===== config.mk =====
export PLATFORM = sky130hd
export DESIGN_NAME = draw_sprite_grid_flat
export DESIGN_NICKNAME = d
export VERILOG_FILES = /design/src/rtl/vga_if.sv /design/src/rtl/draw_sprite_grid.sv /design/src/flat_wrapper.sv
export SDC_FILE = /design/constraint.sdc
export NUM_CORES = 1
export LEC_CHECK = 0
export BUFFER_PORTS_ARGS = -buffer_cell sky130_fd_sc_hd__buf_2
export CAP_MARGIN = 30
export CORE_MARGIN = 10
export CORE_UTILIZATION = 57
export CTS_CLUSTER_DIAMETER = 100
export DETAILED_ROUTE_END_ITERATION = 10
export PLACE_DENSITY = 0.82
export SLEW_MARGIN = 20
export SYNTH_ARGS = -nofsm -noshare
export SYNTH_HDL_FRONTEND = slang
export SYNTH_SLANG_ARGS = --single-unit

===== constraint.sdc =====
create_clock -name clk -period 6.96 [get_ports clk]
set_input_delay 1.392 -clock clk [delete_from_list [all_inputs] [get_ports clk]]
set_output_delay 1.392 -clock clk [all_outputs]
set_load 0.05 [all_outputs]

===== src/rtl/vga_if.sv =====
// VGA pixel stream bundle: timing counters, syncs, blanks and colour.
// The 'in' view is consumed by a pipeline stage, the 'out' view is produced by it.
interface vga_if;
    logic [10:0] hcount;
    logic [10:0] vcount;
    logic        hsync;
    logic        vsync;
    logic        hblnk;
    logic        vblnk;
    logic [11:0] rgb;

    modport in  (input  hcount, vcount, hsync, vsync, hblnk, vblnk, rgb);
    modport out (output hcount, vcount, hsync, vsync, hblnk, vblnk, rgb);
endinterface


===== src/rtl/draw_sprite_grid.sv =====
// Overlays a COLS x ROWS formation of scaled sprites from a shared ROM onto a VGA stream.
// Frame-level controls are shadowed at vblnk rise so a frame is never drawn half-updated.
module draw_sprite_grid #(
    parameter int          SPR_W      = 16,
    parameter int          SPR_H      = 8,
    parameter int          COLS       = 8,
    parameter int          ROWS       = 4,
    parameter int          GAP_X      = 8,
    parameter int          GAP_Y      = 8,
    parameter int          SCALE_LOG2 = 1,
    parameter int          FRAMES     = 2,
    parameter int          ROM_LAT    = 1,
    parameter logic [11:0] KEY_COLOR  = 12'h000,
    parameter int          ADDR_W     = $clog2(FRAMES*SPR_W*SPR_H),
    localparam int         FSEL_W     = (FRAMES > 1) ? $clog2(FRAMES) : 1
) (
    input  logic                   clk,
    input  logic                   rst_n,
    input  logic [11:0]            xpos,
    input  logic [11:0]            ypos,
    input  logic [COLS*ROWS-1:0]   alive,
    input  logic [FSEL_W-1:0]      frame_sel,
    input  logic                   enabled,
    input  logic [11:0]            rgb_pixel,
    output logic [ADDR_W-1:0]      pixel_addr,
    vga_if.in                      draw_in,
    vga_if.out                     draw_out
);

    localparam int CW     = SPR_W << SCALE_LOG2;
    localparam int CH     = SPR_H << SCALE_LOG2;
    localparam int PX     = CW + GAP_X;
    localparam int PY     = CH + GAP_Y;
    localparam int GRID_W = COLS * PX;
    localparam int GRID_H = ROWS * PY;
    localparam int COL_W  = (COLS > 1) ? $clog2(COLS) : 1;
    localparam int ROW_W  = (ROWS > 1) ? $clog2(ROWS) : 1;
    localparam int IDX_W  = (COLS*ROWS > 1) ? $clog2(COLS*ROWS) : 1;

    typedef struct packed {
        logic [10:0] hcount;
        logic [10:0] vcount;
        logic        hsync;
        logic        vsync;
        logic        hblnk;
        logic        vblnk;
        logic [11:0] rgb;
        logic        draw;
    } pix_t;

    logic [11:0]          x_act_r;
    logic [11:0]          y_act_r;
    logic [COLS*ROWS-1:0] alive_act_r;
    logic [FSEL_W-1:0]    frame_act_r;
    logic                 en_act_r;
    logic                 vblnk_prev_r;
    logic                 vblnk_rise_s;
    logic [FSEL_W-1:0]    frame_clamp_s;

    logic signed [12:0]   dx_s;
    logic signed [12:0]   dy_s;
    int                   dx_i;
    int                   dy_i;
    int                   hoff_i;
    int                   voff_i;
    logic [COL_W-1:0]     col_s;
    logic [ROW_W-1:0]     row_s;
    logic [IDX_W-1:0]     idx_s;
    logic                 in_grid_s;
    logic                 in_sprite_s;
    logic [ADDR_W-1:0]    addr_s;
    pix_t                 stage1_s;
    pix_t                 tail_s;
    pix_t                 pipe_r [ROM_LAT+1];
    logic [11:0]          out_rgb_s;

    assign vblnk_rise_s = draw_in.vblnk & ~vblnk_prev_r;

    // An out-of-range frame request shows the last stored frame instead
    generate
        if ((1 << FSEL_W) > FRAMES) begin : g_clamp
            always_comb begin
                if (frame_sel > FSEL_W'(FRAMES-1)) begin
                    frame_clamp_s = FSEL_W'(FRAMES-1);
                end else begin
                    frame_clamp_s = frame_sel;
                end
            end
        end else begin : g_no_clamp
            assign frame_clamp_s = frame_sel;
        end
    endgenerate

    // Shadow the frame-level controls on the rising edge of vblnk
    always_ff @(posedge clk or negedge rst_n) begin
        if (!rst_n) begin
            vblnk_prev_r <= 1'b0;
            x_act_r      <= 12'd0;
            y_act_r      <= 12'd0;
            alive_act_r  <= '0;
            frame_act_r  <= '0;
            en_act_r     <= 1'b0;
        end else begin
            vblnk_prev_r <= draw_in.vblnk;
            if (vblnk_rise_s) begin
                x_act_r     <= xpos;
                y_act_r     <= ypos;
                alive_act_r <= alive;
                frame_act_r <= frame_clamp_s;
                en_act_r    <= enabled;
            end
        end
    end

    // Locate the pixel in the formation using constant range compares per cell
    always_comb begin
        dx_s   = $signed({2'b00, draw_in.hcount}) - $signed({1'b0, x_act_r});
        dy_s   = $signed({2'b00, draw_in.vcount}) - $signed({1'b0, y_act_r});
        dx_i   = int'(dx_s);
        dy_i   = int'(dy_s);
        col_s  = '0;
        row_s  = '0;
        hoff_i = 32'sd0;
        voff_i = 32'sd0;
        for (int c = 0; c < COLS; c++) begin
            col_s  = (dx_i >= c*PX && dx_i < (c+1)*PX) ? COL_W'(c)   : col_s;
            hoff_i = (dx_i >= c*PX && dx_i < (c+1)*PX) ? dx_i - c*PX : hoff_i;
        end
        for (int r = 0; r < ROWS; r++) begin
            row_s  = (dy_i >= r*PY && dy_i < (r+1)*PY) ? ROW_W'(r)   : row_s;
            voff_i = (dy_i >= r*PY && dy_i < (r+1)*PY) ? dy_i - r*PY : voff_i;
        end
        in_grid_s   = (dx_i >= 32'sd0) && (dx_i < GRID_W) && (dy_i >= 32'sd0) && (dy_i < GRID_H);
        in_sprite_s = in_grid_s && (hoff_i < CW) && (voff_i < CH);
        idx_s       = IDX_W'(int'(row_s) * COLS + int'(col_s));
        addr_s      = ADDR_W'(frame_act_r) * ADDR_W'(SPR_W*SPR_H)
                    + ADDR_W'(voff_i >>> SCALE_LOG2) * ADDR_W'(SPR_W)
                    + ADDR_W'(hoff_i >>> SCALE_LOG2);
    end

    // Assemble the stage-1 record: timing, upstream colour and the draw decision
    always_comb begin
        stage1_s.hcount = draw_in.hcount;
        stage1_s.vcount = draw_in.vcount;
        stage1_s.hsync  = draw_in.hsync;
        stage1_s.vsync  = draw_in.vsync;
        stage1_s.hblnk  = draw_in.hblnk;
        stage1_s.vblnk  = draw_in.vblnk;
        stage1_s.rgb    = draw_in.rgb;
        stage1_s.draw   = in_sprite_s && alive_act_r[idx_s] && en_act_r
                        && !draw_in.hblnk && !draw_in.vblnk;
    end

    // ROM address plus the delay line that matches the ROM read latency
    always_ff @(posedge clk or negedge rst_n) begin
        if (!rst_n) begin
            pixel_addr <= '0;
            for (int i = 0; i <= ROM_LAT; i++) begin
                pipe_r[i] <= '0;
            end
        end else begin
            pixel_addr <= in_sprite_s ? addr_s : '0;
            pipe_r[0]  <= stage1_s;
            for (int i = 1; i <= ROM_LAT; i++) begin
                pipe_r[i] <= pipe_r[i-1];
            end
        end
    end

    assign tail_s = pipe_r[ROM_LAT];

    // Key colour in the ROM lets the upstream picture show through the sprite
    always_comb begin
        if (tail_s.draw && (rgb_pixel != KEY_COLOR)) begin
            out_rgb_s = rgb_pixel;
        end else begin
            out_rgb_s = tail_s.rgb;
        end
    end

    // Output register
    always_ff @(posedge clk or negedge rst_n) begin
        if (!rst_n) begin
            draw_out.hcount <= 11'd0;
            draw_out.vcount <= 11'd0;
            draw_out.hsync  <= 1'b0;
            draw_out.vsync  <= 1'b0;
            draw_out.hblnk  <= 1'b0;
            draw_out.vblnk  <= 1'b0;
            draw_out.rgb    <= 12'd0;
        end else begin
            draw_out.hcount <= tail_s.hcount;
            draw_out.vcount <= tail_s.vcount;
            draw_out.hsync  <= tail_s.hsync;
            draw_out.vsync  <= tail_s.vsync;
            draw_out.hblnk  <= tail_s.hblnk;
            draw_out.vblnk  <= tail_s.vblnk;
            draw_out.rgb    <= out_rgb_s;
        end
    end

endmodule

===== src/flat_wrapper.sv =====
// flat-port wrapper written by rule: the top's interface ports become plain ports
module draw_sprite_grid_flat 
#(
    parameter int          SPR_W      = 16,
    parameter int          SPR_H      = 8,
    parameter int          COLS       = 8,
    parameter int          ROWS       = 4,
    parameter int          GAP_X      = 8,
    parameter int          GAP_Y      = 8,
    parameter int          SCALE_LOG2 = 1,
    parameter int          FRAMES     = 2,
    parameter int          ROM_LAT    = 1,
    parameter logic [11:0] KEY_COLOR  = 12'h000,
    parameter int          ADDR_W     = $clog2(FRAMES*SPR_W*SPR_H),
    localparam int         FSEL_W     = (FRAMES > 1) ? $clog2(FRAMES) : 1
)
  (clk, rst_n, xpos, ypos, alive, frame_sel, enabled, rgb_pixel, pixel_addr, draw_in_hcount, draw_in_vcount, draw_in_hsync, draw_in_vsync, draw_in_hblnk, draw_in_vblnk, draw_in_rgb, draw_out_hcount, draw_out_vcount, draw_out_hsync, draw_out_vsync, draw_out_hblnk, draw_out_vblnk, draw_out_rgb);
  vga_if draw_in_i ();
  vga_if draw_out_i ();
  input  logic clk;
  input  logic rst_n;
  input  logic [11:0] xpos;
  input  logic [11:0] ypos;
  input  logic [COLS*ROWS-1:0] alive;
  input  logic [FSEL_W-1:0] frame_sel;
  input  logic enabled;
  input  logic [11:0] rgb_pixel;
  output logic [ADDR_W-1:0] pixel_addr;
  input wire logic [$bits(draw_in_i.hcount)-1:0] draw_in_hcount;
  input wire logic [$bits(draw_in_i.vcount)-1:0] draw_in_vcount;
  input wire logic [$bits(draw_in_i.hsync)-1:0] draw_in_hsync;
  input wire logic [$bits(draw_in_i.vsync)-1:0] draw_in_vsync;
  input wire logic [$bits(draw_in_i.hblnk)-1:0] draw_in_hblnk;
  input wire logic [$bits(draw_in_i.vblnk)-1:0] draw_in_vblnk;
  input wire logic [$bits(draw_in_i.rgb)-1:0] draw_in_rgb;
  output wire logic [$bits(draw_out_i.hcount)-1:0] draw_out_hcount;
  output wire logic [$bits(draw_out_i.vcount)-1:0] draw_out_vcount;
  output wire logic [$bits(draw_out_i.hsync)-1:0] draw_out_hsync;
  output wire logic [$bits(draw_out_i.vsync)-1:0] draw_out_vsync;
  output wire logic [$bits(draw_out_i.hblnk)-1:0] draw_out_hblnk;
  output wire logic [$bits(draw_out_i.vblnk)-1:0] draw_out_vblnk;
  output wire logic [$bits(draw_out_i.rgb)-1:0] draw_out_rgb;
  assign draw_in_i.hcount = draw_in_hcount;
  assign draw_in_i.vcount = draw_in_vcount;
  assign draw_in_i.hsync = draw_in_hsync;
  assign draw_in_i.vsync = draw_in_vsync;
  assign draw_in_i.hblnk = draw_in_hblnk;
  assign draw_in_i.vblnk = draw_in_vblnk;
  assign draw_in_i.rgb = draw_in_rgb;
  assign draw_out_hcount = draw_out_i.hcount;
  assign draw_out_vcount = draw_out_i.vcount;
  assign draw_out_hsync = draw_out_i.hsync;
  assign draw_out_vsync = draw_out_i.vsync;
  assign draw_out_hblnk = draw_out_i.hblnk;
  assign draw_out_vblnk = draw_out_i.vblnk;
  assign draw_out_rgb = draw_out_i.rgb;
  draw_sprite_grid #(.SPR_W(SPR_W), .SPR_H(SPR_H), .COLS(COLS), .ROWS(ROWS), .GAP_X(GAP_X), .GAP_Y(GAP_Y), .SCALE_LOG2(SCALE_LOG2), .FRAMES(FRAMES), .ROM_LAT(ROM_LAT), .KEY_COLOR(KEY_COLOR), .ADDR_W(ADDR_W)) u_core (.clk(clk), .rst_n(rst_n), .xpos(xpos), .ypos(ypos), .alive(alive), .frame_sel(frame_sel), .enabled(enabled), .rgb_pixel(rgb_pixel), .pixel_addr(pixel_addr), .draw_in(draw_in_i), .draw_out(draw_out_i));
endmodule

==> flow_summary.ini <==
[logic_synthesis]
synth_area_mm2 = 0.009328
synth_commonest_cells = dfrtp_1, nand2_1, mux2_2
async_flop_share = 1.000
ys_types = 88
synth_area_leaders = dfrtp_1, ha_1, mux2_2
yosysMostFrequentCell = dfrtp_1
synth_ff_type = dfrtp_1
synth_largest_area_cell = dfrtp_1
syn_inst = 866
yosysSeqAreaShare = 0.4883
syn_area_per_cell_um2 = 10.77
synth_top_area_share = 0.4883
ys_warn_count = 0
synth_edf_count = 0
synth_seq_cells = 182
synthesis.nets = 1027

[routing]
wl_per_cell_um = 20.14
viasPerCell = 5.990
drt.antenna.violating_nets = 0
drtIter0Drc = 622
firstDrtPassIters = 7
vias = 7775
drc = 0
drt-total-wl_um = 26140

[clock_tree]
tritoncts = done
worstSkewPairLatency_ns = 0.43
cts.path.max_buffers = 2
cts_setup_buffers = 0
cts_num_sinks = 182
cts.clk_slew.worst_paths_ns = 0.07
cts-htree-levels = 4
cts-buffers-inserted = 17
post_cts_resized = 0
hold_buffers = 0
cts-root-buf = clkbuf_16

[timing]
fin_crit_ns = 6.278
min_period_over_period = 0.9020
worst_slack_ns = 0.6820
hold_viol = 0
setup_viol_count_final = 0
fmax_ghz = 0.1593
rsz0062_at_grt = no
setup_tns_ns = 0
fin_skew_ns = 0.01035
slew_headroom = 0.4097
hold_slack_ns = 0.3442
maxSlewViolCount = 0
worst_pin_slew_ns = 0.8792

[global_routing]
grt_max_degree = 119
antenna_found_initial = 0
grt_pass1_vias = 7723
overflow = 0
grt_usage = 0.2371
grt_pass1_wl_um = 41730

[floorplan]
die_x_um = 147.9
fp-row-count = 46
start_util = 0.5851
io_pins = 156
die_y_um = 147.9
dieArea_mm2 = 0.02188
core_mm2 = 0.01594

[power]
power.internal_mw = 2.046
totalPowerFinal_mw = 3.233
peakVddDrop_v = 0.0001707
switching_share = 0.3670
power.switching_mw = 1.187
clkPwrFrac = 0.298
pwr_density_cell_mw_per_mm2 = 285.3
p_seq_frac = 0.363
power_frac_comb = 0.339
power.leakage_nw = 5.210

[place]
numPlacedInstances = 1265
port_buffers = 155
place.gp.congestion = 0.9136
dp_hpwl_um = 19730
place_area_mm2 = 0.01070
dp_slack_ns = 0.3151

[setup_path]
start_kind = input pin
cp-end-kind = register
cp.arrival_ns = 6.57
crit_type = input pin to register
worst-path-max-fanout = 5
cp.required_ns = 7.25

[final_layout]
design_area_mm2 = 0.01133
fill_cells = 1157
area.growth.synth_to_final_pct = 21.50
layout-drive-gt1-share = 0.3022
fin_nets = 1230
antenna_cells = 0
utilization = 0.7109
instances_no_fill = 1298

[min_path]
hp-class = register to register

[status]
outcome = finished clean

[job]
drv_cap = 0
[flip-flops by register name (all words and copies together) (netlist names), 8 cells and up]
name	count
u_core.draw_out.vcount	11
u_core.pipe_r	77
u_core.alive_act_r	32
u_core.x_act_r	12
u_core.y_act_r	12
u_core.pixel_addr	8
u_core.draw_out.hcount	11
u_core.draw_out.rgb	12
[cells in the final DEF, fill, tap and decap left out, types with 9 or more instances in the layout]
master and count:
o21a_1 9, o31ai_1 10, mux2_2 52, nand2_1 64
dfrtp_1 182, a211oi_1 13, nand3_1 25, xnor2_1 16
o21ai_0 42, clkbuf_16 17, nor3_1 33, and2_1 10
o211ai_1 12, nor2_1 41, ha_1 48, a21oi_1 37
inv_1 45, nor4_1 10, a31oi_1 9, a21o_1 9
nand2b_1 11, buf_4 62, buf_2 154
[power groups by stage]
| stage | Combinational [mW] | Sequential, mW | Clock, mW |
|---|---|---|---|
| detailed placement | 1.06 | 1.19 | 0 |
| floorplan | 0.663 | 1.22 | 0 |
| CTS | 1.08 | 1.17 | 0.976 |
| global placement | 1.06 | 1.19 | 0 |
| global route | 1.19 | 1.18 | 1.03 |
| finish | 1.10 | 1.17 | 0.963 |
[area by class of cell]
class,count,area (µm²),share of cell area
multi-input cells,604,4452,0.3928
flip-flops and latches,182,4554,0.4019
clock inverters,14,175.2,0.01546
repair buffers,218,1270,0.1121
inverters,46,172.7,0.01524
well taps,216,270.3,0.02385
clock buffers,18,439.2,0.03875
[critical path: stages]
cell       delay [ns]
buf_2            0.12
ha_1             0.35
o211a_1          0.27
o31a_4           0.13
or3_1            0.39
and2_1           0.23
inv_1            0.17
ha_1             0.22
nand2_1          0.07
a21oi_1          0.17
nand4_1          0.12
a211oi_1         0.37
nor3_1           0.11
o31ai_1          0.37
a2111oi_0        0.18
a211oi_1         0.30
buf_4            0.17
inv_1            0.04
ha_1             0.26
ha_1             0.21
fa_1             0.38
xnor2_1          0.19
xnor2_1          0.15
xnor2_1          0.14
nor3_1           0.06
[per-layer routing]
layer | vias up | GRT usage | wire length, µm
met5 | - | 0 | 0
met4 | 0 | 0.07037 | 557
met3 | 50 | 0.05189 | 1695
met2 | 300 | 0.4053 | 13290
met1 | 3820 | 0.2944 | 10600
li1 | 3605 | - | -
[final timing paths]
kind                       slack (ns)  cells after the start              start                         to
setup / recovery                 0.68                     25  draw_in_hcount[2]       u_core.pixel_addr[7]
hold / removal                   0.34                      0  u_core.pipe_r[13]      u_core.draw_out.vblnk
setup reg to reg                 1.34                     25  u_core.x_act_r[1]       u_core.pixel_addr[7]
hold reg to reg                  0.34                      0  u_core.pipe_r[13]      u_core.draw_out.vblnk
max in group asynchronous        4.51                      2              rst_n     u_core.alive_act_r[29]
min in group asynchronous        1.09                      1              rst_n  u_core.draw_out.vcount[0]
[cells by family after synthesis]
group,count (synthesis),share of synthesized area
AOI/OAI and AO/OA,222,0.1736
xor gates and xnor gates,23,0.02160
adders and majority gates,51,0.07083
buffers and inverters,80,0.03528
DFF,182,0.4883
muxes,59,0.07029
and+or+nand+nor,249,0.1402
Power figures use the tool's default switching activity.
